File: src/rtl/red_pitaya_denormalizer_block.sv
// Restores absolute amplitude to a normalized stream: signal * mean|amplitude| / setpoint.
// Define DENORM_ROUND_EN to round half up in the output stage instead of flooring.
module red_pitaya_denormalizer_block #(
    parameter int SIGNALBITS  = 14,
    parameter int SCALEBITS   = 16,
    parameter int FRACBITS    = 12,
    parameter int WINDOW_LOG2 = 10
) (
    input  logic                         clk_i,
    input  logic                         rst_i,
    input  logic                         denorm_on,
    input  logic signed [SIGNALBITS-1:0] signal_i,
    input  logic signed [SIGNALBITS-1:0] amplitude_i,
    input  logic        [SIGNALBITS-2:0] setpoint_i,
    output logic signed [SIGNALBITS-1:0] signal_o,
    output logic        [SCALEBITS-1:0]  scale_o,
    output logic                         scale_valid_o,
    output logic                         overrun_o
);

    localparam int MAGBITS  = SIGNALBITS - 1;
    localparam int ACCBITS  = WINDOW_LOG2 + MAGBITS;
    localparam int PRODBITS = SIGNALBITS + SCALEBITS + 1;
    localparam int HEADBITS = SCALEBITS - FRACBITS;
    localparam int BITW     = $clog2(SCALEBITS);

    localparam logic [SCALEBITS-1:0] SCALE_ONE = SCALEBITS'(2 ** FRACBITS);
    localparam logic signed [PRODBITS-1:0] SAT_HI = PRODBITS'(2 ** (SIGNALBITS - 1) - 1);
    localparam logic signed [PRODBITS-1:0] SAT_LO = ~SAT_HI;
`ifdef DENORM_ROUND_EN
    localparam logic signed [PRODBITS-1:0] RND = PRODBITS'(2 ** (FRACBITS - 1));
`else
    localparam logic signed [PRODBITS-1:0] RND = '0;
`endif

    typedef enum logic [1:0] {IDLE, DIV, DONE} state_t;

    state_t state_q, state_d;

    logic [MAGBITS-1:0]     mag_q;
    logic [WINDOW_LOG2-1:0] cnt_q;
    logic [ACCBITS-1:0]     acc_q;
    logic [ACCBITS-1:0]     acc_sum;
    logic [MAGBITS-1:0]     mean;
    logic                   wrap;

    logic [MAGBITS-1:0]   sp_q;
    logic [MAGBITS-1:0]   rem_q;
    logic [MAGBITS-1:0]   rem_next;
    logic [SCALEBITS-1:0] low_q;
    logic [SCALEBITS-1:0] quo_q;
    logic                 sat_q;
    logic [BITW-1:0]      bit_q;
    logic                 last_bit;
    logic [MAGBITS:0]     trial;
    logic [MAGBITS:0]     diff;
    logic                 ge;

    logic signed [PRODBITS-1:0]   sig_ext;
    logic signed [PRODBITS-1:0]   scl_ext;
    logic signed [PRODBITS-1:0]   prod_d;
    logic signed [PRODBITS-1:0]   prod_q;
    logic signed [PRODBITS-1:0]   sum_d;
    logic signed [PRODBITS-1:0]   shifted;
    logic signed [SIGNALBITS-1:0] out_d;

    // Ones complement magnitude; the reference is free-running, so no reset.
    always_ff @(posedge clk_i) begin
        if (amplitude_i[SIGNALBITS-1])
            mag_q <= ~amplitude_i[MAGBITS-1:0];
        else
            mag_q <= amplitude_i[MAGBITS-1:0];
    end

    assign acc_sum = acc_q + ACCBITS'(mag_q);
    assign wrap    = &cnt_q;
    assign mean    = acc_sum[ACCBITS-1:WINDOW_LOG2];

    always_ff @(posedge clk_i) begin
        if (rst_i) begin
            cnt_q <= '0;
            acc_q <= '0;
        end else begin
            cnt_q <= cnt_q + WINDOW_LOG2'(1);
            acc_q <= wrap ? '0 : acc_sum;
        end
    end

    assign last_bit = (bit_q == BITW'(SCALEBITS - 1));

    always_comb begin
        state_d = state_q;
        unique case (state_q)
            IDLE:    if (wrap) state_d = DIV;
            DIV:     if (last_bit) state_d = DONE;
            DONE:    state_d = IDLE;
            default: state_d = IDLE;
        endcase
    end

    always_ff @(posedge clk_i) begin
        if (rst_i) begin
            state_q       <= IDLE;
            scale_o       <= SCALE_ONE;
            scale_valid_o <= 1'b0;
            overrun_o     <= 1'b0;
        end else begin
            state_q       <= state_d;
            scale_valid_o <= (state_q == DONE);
            if (state_q == DONE)
                scale_o <= sat_q ? '1 : quo_q;
            if (wrap && state_q != IDLE)
                overrun_o <= 1'b1;
        end
    end

    // Partial remainder holds everything above the quotient LSB window.
    assign trial    = {rem_q, low_q[SCALEBITS-1]};
    assign diff     = trial - {1'b0, sp_q};
    assign ge       = (trial >= {1'b0, sp_q});
    assign rem_next = ge ? diff[MAGBITS-1:0] : trial[MAGBITS-1:0];

    always_ff @(posedge clk_i) begin
        if (state_q == IDLE && wrap) begin
            sp_q  <= setpoint_i;
            rem_q <= mean >> HEADBITS;
            low_q <= {mean[HEADBITS-1:0], {FRACBITS{1'b0}}};
            quo_q <= '0;
            bit_q <= '0;
            sat_q <= (setpoint_i == '0) ||
                     ({{HEADBITS{1'b0}}, mean} >= {setpoint_i, {HEADBITS{1'b0}}});
        end else if (state_q == DIV) begin
            rem_q <= rem_next;
            low_q <= low_q << 1;
            quo_q <= {quo_q[SCALEBITS-2:0], ge};
            bit_q <= bit_q + BITW'(1);
        end
    end

    // Bypass is pre-shifted so both modes share the same output stage.
    assign sig_ext = PRODBITS'(signal_i);
    assign scl_ext = PRODBITS'($signed({1'b0, scale_o}));
    assign prod_d  = denorm_on ? sig_ext * scl_ext : sig_ext <<< FRACBITS;

    assign sum_d   = prod_q + RND;
    assign shifted = sum_d >>> FRACBITS;

    always_comb begin
        out_d = shifted[SIGNALBITS-1:0];
        if (shifted > SAT_HI)
            out_d = SAT_HI[SIGNALBITS-1:0];
        else if (shifted < SAT_LO)
            out_d = SAT_LO[SIGNALBITS-1:0];
    end

    always_ff @(posedge clk_i) begin
        if (rst_i) begin
            prod_q   <= '0;
            signal_o <= '0;
        end else begin
            prod_q   <= prod_d;
            signal_o <= out_d;
        end
    end

endmodule

File: config.mk
export PLATFORM = sky130hd
export DESIGN_NAME = red_pitaya_denormalizer_block
export DESIGN_NICKNAME = d
export VERILOG_FILES = /design/src/rtl/red_pitaya_denormalizer_block.sv
export SDC_FILE = /design/constraint.sdc
export NUM_CORES = 1
export LEC_CHECK = 0
export ABC_CLOCK_PERIOD_IN_PS = 7700
export CORE_MARGIN = 2
export CORE_UTILIZATION = 55
export CTS_CLUSTER_SIZE = 25
export DETAILED_ROUTE_END_ITERATION = 12
export DONT_BUFFER_PORTS = 1
export PLACE_DENSITY = 0.8
export SYNTH_ARGS = -nofsm -noshare
export SYNTH_HDL_FRONTEND = slang
export SYNTH_SLANG_ARGS = --single-unit
File: constraint.sdc
create_clock -name clk_i -period 7.7 [get_ports clk_i]
set_input_delay 0 -clock clk_i [delete_from_list [all_inputs] [get_ports clk_i]]
set_output_delay 0 -clock clk_i [all_outputs]
set_load 0.05 [all_outputs]
==> results.json <==
{
  "finalClockSkew_ns": 0.0152,
  "finalCritPeriodShare_pct": 92.2,
  "grt_max_degree": 45,
  "slew_violations": 0,
  "worstSetupPathDepth": 19,
  "avgSynthCellArea_um2": 8.95,
  "die_h_um": 167,
  "cts_hold_buf": 64,
  "hold_class": "in -> reg",
  "path_cells": "nand2_1, fa_1, fa_1, fa_1, inv_1, fa_1, fa_1, inv_1, fa_1, inv_1, ha_1, nand2_1, nor4_1, a22oi_1, a21oi_1, o21ai_0, xnor2_1, a211oi_1, dlygate4sd3_1",
  "synth-edff-count": 27,
  "crit_slowest_cell": "dfxtp_1",
  "slowest_delay_ns": 1.00,
  "drc": 0,
  "endpoint_kind": "flip-flop",
  "fmax_mhz": 141,
  "synth_flop_cell": "dfxtp_1",
  "die_area_um2": 27900,
  "die_w_um": 167,
  "wl_met3_um": 2680,
  "synthToLayoutAreaGrowth_pct": 10.8,
  "viasPerCell": 5.68,
  "worst_slew_pin_slew_ns": 1.09,
  "cts-root-buf": "clkbuf_16",
  "start_kind": "flip-flop",
  "drtIter0Drc": 883,
  "post_drt_wl_per_cell_um": 17.7,
  "clock_latency_ns": 0.42,
  "grt_pass1_vias": 12082,
  "cts_num_sinks": 150,
  "whs_ns": 0.00888,
  "cts_tree": "built",
  "fin_nets": 2023,
  "final_cell_mix": "inv_1 (254), nand2_1 (169), fa_1 (167)",
  "grt_pass1_wl_um": 59500,
  "cts.repair.resized": 0,
  "firstDrtPassIters": 7,
  "htreeDepth": 4,
  "setup_violations": 0,
  "cellPowerDensity_nw_per_um2": 146,
  "r2r_cells": 19,
  "peakVddDrop_uv": 165,
  "relSlewSlack_pct": 27.3,
  "p_leak_uw": 0.00787,
  "antenna_found_initial": 1,
  "utilization_pct": 62.2,
  "required_ns": 8.05,
  "place_ws_ns": 1.05,
  "period_minus_slack_ns": 7.10,
  "grtUsageTotal_pct": 26.5,
  "num_vias": 11444,
  "coreArea_um2": 26100,
  "postRouteWirelength_um": 35600,
  "pin_count": 76,
  "holdPathStages": 2,
  "ant_nets": 0,
  "tns_ns": 0,
  "arrival_ns": 7.46,
  "status": "complete, no violations",
  "yosysUniqueCellTypes": 67,
  "cpMostUsedCell": "fa_1",
  "place_hpwl_um": 25800,
  "start_util_pct": 56.1,
  "drt-met1-wl_um": 14600,
  "io_buffers": 0,
  "crit_fanout": 16,
  "dr_wl_met2_um": 17300,
  "syn_area_um2": 14600,
  "gp_congestion": 0.924,
  "hold_violations": 0,
  "async_flop_share_pct": 0,
  "final.setup.worst_slack_ns": 0.598,
  "rsz0062_at_grt": "false",
  "cts_buffers": 17,
  "max-cap-violations": 0,
  "yosys_register_bits": 150,
  "cpLargestDelayFamily": "adder cells",
  "post_cts_buffers": 0,
  "path_clk_slew_ns": 0.07,
  "top_layer": "met4",
  "syn-num-nets": 1992,
  "fp-row-count": 59,
  "drive_above_1_share_pct": 4.17,
  "yosysWarnings": 0,
  "synth_cells": 1635,
  "critPathKind": "reg -> reg",
  "critPathBufInv": 4,
  "grt_overflow_total": 0,
  "final_common_cell": "inv_1",
  "synth_sequential_area_ratio_pct": 22.4,
  "clk_path_buf_depth": 2
}
==> per-layer routing <==
| layer | GRT usage, % | vias to the layer above |
|---|---|---|
| met1 | 33.7 | 5603 |
| met3 | 5.54 | 77 |
| li1 | - | 5353 |
| met4 | 9.22 | 0 |
| met2 | 44.9 | 411 |
| met5 | 0 | - |
==> cell families (layout without fill, tap and decap cells) <==
kind of cell | count (synthesis) | after routing | share of synthesized area [%]
and+or+nand+nor | 522 | 522 | 17.6
other | 0 | 1 | 0
buffers and inverters | 323 | 367 | 8.43
DFF | 150 | 150 | 22.4
xor gates and xnor gates | 56 | 56 | 3.35
muxes | 24 | 24 | 1.66
adders and majority gates | 313 | 313 | 35.3
AOI/OAI and AO/OA | 247 | 247 | 11.2
==> flip-flops by register name (all words and copies together) (netlist names), 2 cells and up <==
signal    cells
cnt_q        10
rem_q        13
bit_q         4
prod_q       19
quo_q        16
sp_q         13
mag_q        13
signal_o     14
acc_q        23
scale_o      16
low_q         4
state_q       2
==> Yosys cell counts (all sizes together) (7+ instances only) <==
master	number	share of area, %
a211oi	26	1.4
nor3	19	0.65
nand4	11	0.47
nor2b	23	0.98
o21a	25	1.3
inv	254	6.5
ha	146	12
xnor2	29	1.7
a21o	19	0.98
nand3	20	0.68
nand2	169	4.3
a21oi	58	2.1
nor2	97	2.5
fa	167	23
mux2i	22	1.5
buf	10	0.39
nand2b	21	0.90
edfxtp	27	5.5
dfxtp	123	17
and3	14	0.60
and2	117	5.0
xor2	27	1.6
or3	7	0.30
clkbuf	59	1.5
o21ai	64	2.3
==> cell type report <==
cell class                 count  area, µm²
clock buffer                  19        475
timing repair buffer          81        778
tap                          335        419
sequential                   150       3270
fill                        2112       9860
clock inverter                13        175
antenna                        1       2.50
inverter                     254        953
multi-input combinational   1162      10100
==> path summary, 6_finish.rpt <==
kind                      end  startpoint  slack (ns)
hold / removal    signal_o[1]       rst_i       0.009
setup / recovery   prod_q[22]  scale_o[5]        0.60
hold reg to reg      cnt_q[0]    cnt_q[0]        0.47
setup reg to reg   prod_q[22]  scale_o[5]        0.60
==> report_power, final <==
group	internal [µW]	total, µW	switching (µW)	leakage (µW)
Combinational	244	557	313	0.00629
Sequential	855	910	54.8	0.00125
Clock	533	901	368	0.000322
==> through the flow <==
stage,power (µW),std cells,instance area (µm²)
after floorplan,1340,1635,14600
after global placement,1410,1918,14900
after detailed placement,1430,1918,14900
after CTS,2360,2014,16200
after global routing,2480,2015,16200
final,2370,2015,16200
Power figures use the tool's default switching activity.
